==> src/rtl/alu_op_issuer.sv <==
// Command FIFO plus settle/hold sequencer that drives the combinational ALU and returns its result.
// Optional feature: define ALU_ISSUE_CHECK_EN to compare the ALU result against a built-in model.
module alu_op_issuer #(
    parameter int WIDTH         = 32,
    parameter int DEPTH         = 4,
    parameter int SETTLE_CYCLES = 2
) (
    input  logic             clk,
    input  logic             reset,
    input  logic             in_valid,
    output logic             in_ready,
    input  logic [2:0]       in_cmd,
    input  logic [WIDTH-1:0] in_a,
    input  logic [WIDTH-1:0] in_b,
    output logic [2:0]       alu_command,
    output logic [WIDTH-1:0] alu_a,
    output logic [WIDTH-1:0] alu_b,
    input  logic [WIDTH-1:0] alu_result,
    input  logic             alu_carryout,
    input  logic             alu_zero,
    input  logic             alu_overflow,
    output logic             out_valid,
    input  logic             out_ready,
    output logic [WIDTH-1:0] out_result,
    output logic [2:0]       out_flags,
    output logic [2:0]       out_cmd,
    output logic             out_mismatch,
    output logic             busy
);

    localparam int AW = $clog2(DEPTH);
    localparam int CW = (SETTLE_CYCLES > 1) ? $clog2(SETTLE_CYCLES) : 1;
    localparam int EW = 2 * WIDTH + 3;
    localparam logic [CW-1:0] CNT_LOAD = CW'(SETTLE_CYCLES - 1);
    localparam logic [AW:0]   COUNT_FULL = (AW + 1)'(DEPTH);

    typedef enum logic [1:0] {
        S_IDLE   = 2'd0,
        S_SETTLE = 2'd1,
        S_HOLD   = 2'd2
    } state_t;

    state_t           r_state;
    state_t           w_state_next;
    logic [EW-1:0]    r_mem [DEPTH];
    logic [AW-1:0]    r_wr_ptr;
    logic [AW-1:0]    r_rd_ptr;
    logic [AW:0]      r_count;
    logic [CW-1:0]    r_cnt;
    logic [2:0]       r_alu_command;
    logic [WIDTH-1:0] r_alu_a;
    logic [WIDTH-1:0] r_alu_b;
    logic             r_out_valid;
    logic [WIDTH-1:0] r_out_result;
    logic [2:0]       r_out_flags;
    logic [2:0]       r_out_cmd;
    logic             w_push;
    logic             w_pop;
    logic             w_empty;
    logic             w_capture;
    logic             w_release;
    logic             w_cnt_dec;
    logic [EW-1:0]    w_head;

    assign w_empty  = (r_count == {(AW + 1){1'b0}});
    assign in_ready = (r_count != COUNT_FULL);
    assign w_push   = in_valid & in_ready;
    assign w_head   = r_mem[r_rd_ptr];

    // FIFO storage; entries are {cmd, a, b}
    always_ff @(posedge clk) begin
        if (w_push) begin
            r_mem[r_wr_ptr] <= {in_cmd, in_a, in_b};
        end
    end

    // FIFO pointers and occupancy
    always_ff @(posedge clk or posedge reset) begin
        if (reset) begin
            r_wr_ptr <= {AW{1'b0}};
            r_rd_ptr <= {AW{1'b0}};
            r_count  <= {(AW + 1){1'b0}};
        end else begin
            if (w_push) begin
                r_wr_ptr <= r_wr_ptr + AW'(1);
            end
            if (w_pop) begin
                r_rd_ptr <= r_rd_ptr + AW'(1);
            end
            case ({w_push, w_pop})
                2'b10:   r_count <= r_count + (AW + 1)'(1);
                2'b01:   r_count <= r_count - (AW + 1)'(1);
                default: r_count <= r_count;
            endcase
        end
    end

    // Sequencer state register
    always_ff @(posedge clk or posedge reset) begin
        if (reset) begin
            r_state <= S_IDLE;
        end else begin
            r_state <= w_state_next;
        end
    end

    // Sequencer next state and datapath strobes
    always_comb begin
        w_state_next = r_state;
        w_pop        = 1'b0;
        w_capture    = 1'b0;
        w_release    = 1'b0;
        w_cnt_dec    = 1'b0;
        case (r_state)
            S_IDLE: begin
                if (!w_empty) begin
                    w_pop        = 1'b1;
                    w_state_next = S_SETTLE;
                end else begin
                    w_state_next = S_IDLE;
                end
            end
            S_SETTLE: begin
                if (r_cnt == {CW{1'b0}}) begin
                    w_capture    = 1'b1;
                    w_state_next = S_HOLD;
                end else begin
                    w_cnt_dec    = 1'b1;
                end
            end
            S_HOLD: begin
                if (out_ready) begin
                    w_release = 1'b1;
                    // Back-to-back: the next command issues on the same edge as the handshake
                    if (!w_empty) begin
                        w_pop        = 1'b1;
                        w_state_next = S_SETTLE;
                    end else begin
                        w_state_next = S_IDLE;
                    end
                end else begin
                    w_state_next = S_HOLD;
                end
            end
            default: begin
                w_state_next = S_IDLE;
            end
        endcase
    end

    // ALU drive registers and settle counter
    always_ff @(posedge clk or posedge reset) begin
        if (reset) begin
            r_cnt         <= {CW{1'b0}};
            r_alu_command <= 3'd0;
            r_alu_a       <= {WIDTH{1'b0}};
            r_alu_b       <= {WIDTH{1'b0}};
        end else if (w_pop) begin
            r_cnt         <= CNT_LOAD;
            r_alu_command <= w_head[EW-1 -: 3];
            r_alu_a       <= w_head[2*WIDTH-1 -: WIDTH];
            r_alu_b       <= w_head[WIDTH-1:0];
        end else if (w_cnt_dec) begin
            r_cnt <= r_cnt - CW'(1);
        end
    end

    // Result capture and output handshake
    always_ff @(posedge clk or posedge reset) begin
        if (reset) begin
            r_out_valid  <= 1'b0;
            r_out_result <= {WIDTH{1'b0}};
            r_out_flags  <= 3'd0;
            r_out_cmd    <= 3'd0;
        end else if (w_capture) begin
            r_out_valid  <= 1'b1;
            r_out_result <= alu_result;
            r_out_flags  <= {alu_carryout, alu_zero, alu_overflow};
            r_out_cmd    <= r_alu_command;
        end else if (w_release) begin
            r_out_valid <= 1'b0;
        end
    end

`ifdef ALU_ISSUE_CHECK_EN
    logic r_mismatch;

    function automatic logic [WIDTH-1:0] expected_result(
        input logic [2:0]       cmd,
        input logic [WIDTH-1:0] a,
        input logic [WIDTH-1:0] b
    );
        logic [WIDTH-1:0] res;
        case (cmd)
            3'd0:    res = a + b;
            3'd1:    res = a - b;
            3'd2:    res = a ^ b;
            3'd3:    res = ($signed(a) < $signed(b)) ? {{(WIDTH-1){1'b0}}, 1'b1} : {WIDTH{1'b0}};
            3'd4:    res = a & b;
            3'd5:    res = ~(a & b);
            3'd6:    res = ~(a | b);
            default: res = a | b;
        endcase
        return res;
    endfunction

    // Self-check flag travels with the captured result
    always_ff @(posedge clk or posedge reset) begin
        if (reset) begin
            r_mismatch <= 1'b0;
        end else if (w_capture) begin
            r_mismatch <= (alu_result != expected_result(r_alu_command, r_alu_a, r_alu_b));
        end else if (w_release) begin
            r_mismatch <= 1'b0;
        end
    end

    assign out_mismatch = r_mismatch;
`else
    assign out_mismatch = 1'b0;
`endif

    assign alu_command = r_alu_command;
    assign alu_a       = r_alu_a;
    assign alu_b       = r_alu_b;
    assign out_valid   = r_out_valid;
    assign out_result  = r_out_result;
    assign out_flags   = r_out_flags;
    assign out_cmd     = r_out_cmd;
    assign busy        = (r_state != S_IDLE) || !w_empty;

endmodule
==> config.mk <==
export PLATFORM = sky130hd
export DESIGN_NAME = alu_op_issuer
export DESIGN_NICKNAME = d
export VERILOG_FILES = /design/src/rtl/alu_op_issuer.sv
export SDC_FILE = /design/constraint.sdc
export NUM_CORES = 1
export LEC_CHECK = 0
export BUFFER_PORTS_ARGS = -buffer_cell sky130_fd_sc_hd__buf_4
export CAP_MARGIN = 30
export CORE_AREA = 10 10 198 163
export DETAILED_ROUTE_END_ITERATION = 10
export DIE_AREA = 0 0 208 173
export PLACE_DENSITY = 0.75
export SYNTH_ARGS = -nofsm -noshare
export SYNTH_HDL_FRONTEND = slang
export SYNTH_SLANG_ARGS = --single-unit
==> constraint.sdc <==
create_clock -name clk -period 3.75 [get_ports clk]
set_input_delay 0.5625 -clock clk [delete_from_list [all_inputs] [get_ports clk]]
set_output_delay 0.5625 -clock clk [all_outputs]
set_load 0.005 [all_outputs]
==> results.ini <==
[floorplan]
ios=215
core_area_um2=28100
fp-row-count=55
die_w_um=208
die_area_um2=36000
initial_core_util_pct=50.5
die-height_um=173

[clock_tree]
cts.repair.resized=0
h-tree-depth=2
cts_tree=done
cts_setup_buffers=0
clockRootBuffer=clkbuf_16
path_clk_slew_ns=0.06
cts_hold_buf=0
cts.sinks=384
clockBufferDepth=3
clock_latency_ns=0.52
cts_buffers=38

[yosys]
synth.distinct_cells=30
syn_area_um2=14200
synth.top_cell.area_share_pct=56.8
seq_area_frac_synth_pct=77.3
yosys.area.top_type=edfxtp_1
synth_area_leaders=edfxtp_1 (57%), dfrtp_1 (20%), mux4_2 (11%)
ys_seq_elements=384
ys_warn_count=0
syn-num-nets=739
synth_area_per_cell_um2=22.6
synth_cells=627

[grt]
grt_pass1_vias=7494
grt_max_degree=40
gr-total-overflow=0
grt_pass1_wl_um=45200
antenna_found_initial=1
track_usage_pct=15.9

[cells_and_area]
layout_common_cells=edfxtp_1 (268), buf_4 (219), dfrtp_1 (114), mux2_2 (100), mux4_2 (67)
final_common_cell=edfxtp_1
stdcell_area_um2=17500
synthToLayoutAreaGrowth_pct=23.4
antennaDiodeCount=0
drive_gt1_share_pct=51.5
fin_nets=977

[setup_path]
crit_buf_inv=1
cp_data_required_time_ns=3.19
slowest_delay_ns=0.57
path_cells=nor3_1, nand2_1, buf_4
crit_family=simple AND/OR/NAND/NOR gates
crit_fanout=4
critPathKind=reg -> out
startpoint_type=flip-flop
end_kind=output port
critPathSlowestCell=nor3_1
cp.arrival_ns=1.79

[detailed_routing]
routedWlPerCell_um=22.9
met3_length_um=1540
dr.max_layer_used=met5
vias_per_cell=5.38
drt_iter0_markers=345
dr_wl_met2_um=15000
vias=6801
wirelength_met1_um=12000
drt_wl_total_um=29000
dr.pass1.iters=4
drc=0
drtAntennaViolNets=0

[timing]
hold_slack_ns=0.127
setup_viol=0
period_share_pct=62.8
max_clock_freq_ghz=0.425
skew_ns=0.00964
worst_slew_pin_slew_ns=0.765
rsz0062_at_grt=no
slew_viol_final=0
hold_viol_final=0
slew_headroom_pct=49.0
fin_setup_tns_ns=0
fin_crit_ns=2.35

[power_and_ir_drop]
leakage_nw=6.53
total_power_mw=14.8
ir_drop_uv=469
powerDensity_nw_per_um2=845

[hold_path]
worstHoldPathType=in -> async

[outcome]
outcome=finished clean

[placement]
dp.final_hpwl_um=18100
port_buffers=213
placed_cell_area_um2=16300
gp_congestion=0.703

[run]
drv_cap=0

## worst paths after layout
| path | start | to | slack (ns) | cells past startpoint |
|---|---|---|---|---|
| max | r_count[0] | busy | 1.40 | 3 |
| min | reset | alu_a[2] | 0.13 | 2 |
| max reg2reg | r_rd_ptr[0] | alu_b[10] | 1.50 | 3 |
| min reg2reg | r_count[2] | r_count[2] | 0.50 | 1 |
| max in group asynchronous | reset | alu_a[28] | 2.80 | 3 |
| min in group clk | in_a[18] | r_mem[0][50] | 0.25 | 1 |
## state kept, by name, summed over array words and instances (netlist names)
| register | flops |
|---|---|
| alu_command | 3 |
| out_result | 32 |
| r_state | 2 |
| alu_a | 32 |
| r_rd_ptr | 2 |
| r_cnt | 1 |
| r_mem | 268 |
| out_cmd | 3 |
| out_valid | 1 |
| r_wr_ptr | 2 |
| alu_b | 32 |
| out_flags | 3 |
| r_count | 3 |
## routing by layer
layer	GRT usage [%]	vias to the layer above
li1	-	2987
met1	19.8	3600
met2	27.5	174
met3	3.84	38
met4	3.65	2
met5	0	-
## per-stage QoR
stage,utilization [%],worst slack (ns),std cells
final,62.3,1.40,1265
after CTS,62.3,1.41,1265
after floorplan,-,0.115,627
after global routing,62.3,1.33,1265
after global placement,57.6,1.46,1189
after detailed placement,58.0,1.45,1195
## cell usage after synthesis
master and n:
o21ba_2 1, conb_1 1, nor4b_1 1, and3_1 4
o21bai_1 1, ha_1 5, and2_1 1, nor2_1 6
xor2_1 2, nor3_2 1, or3b_1 1, mux4_2 67
nor3_1 1, xnor2_1 3, nand2b_1 1, buf_4 3
clkbuf_1 5, mux2_4 8, mux2_2 100, nand2_1 2
nor2b_1 1, buf_6 1, dfrtp_1 116, inv_1 5
o21a_1 1, buf_2 17, fa_1 1, a21oi_1 1
edfxtp_1 268, buf_12 2
## kinds of logic after synthesis
| family | synth area share [%] |
|---|---|
| flip-flops | 77.3 |
| adder cells (fa/ha/maj) | 0.583 |
| buffers and inverters | 1.39 |
| XOR/XNOR | 0.309 |
| other | 0.0265 |
| multiplexers | 19.4 |
| AO/OA/AOI/OAI | 0.212 |
| AND/OR/NAND/NOR | 0.751 |
## final cells by class
cell class / count / area, µm²
Inverter: 5 / 21.3
Timing Repair Buffer: 226 / 1800
Sequential cell: 384 / 11000
Multi-Input combinational cell: 210 / 3060
Fill cell: 1963 / 10600
Clock buffer: 60 / 1070
Tap cell: 370 / 463
Clock inverter: 10 / 116
## where the power goes
group / switching, mW / total [mW] / internal (mW) / leakage, nW
Clock: 1.51 / 3.62 / 2.11 / 0.577
Sequential: 0.745 / 6.64 / 5.89 / 3.81
Combinational: 1.82 / 4.52 / 2.70 / 2.14
Total: 4.07 / 14.8 / 10.7 / 6.53
(Power assumes the default switching activity.)
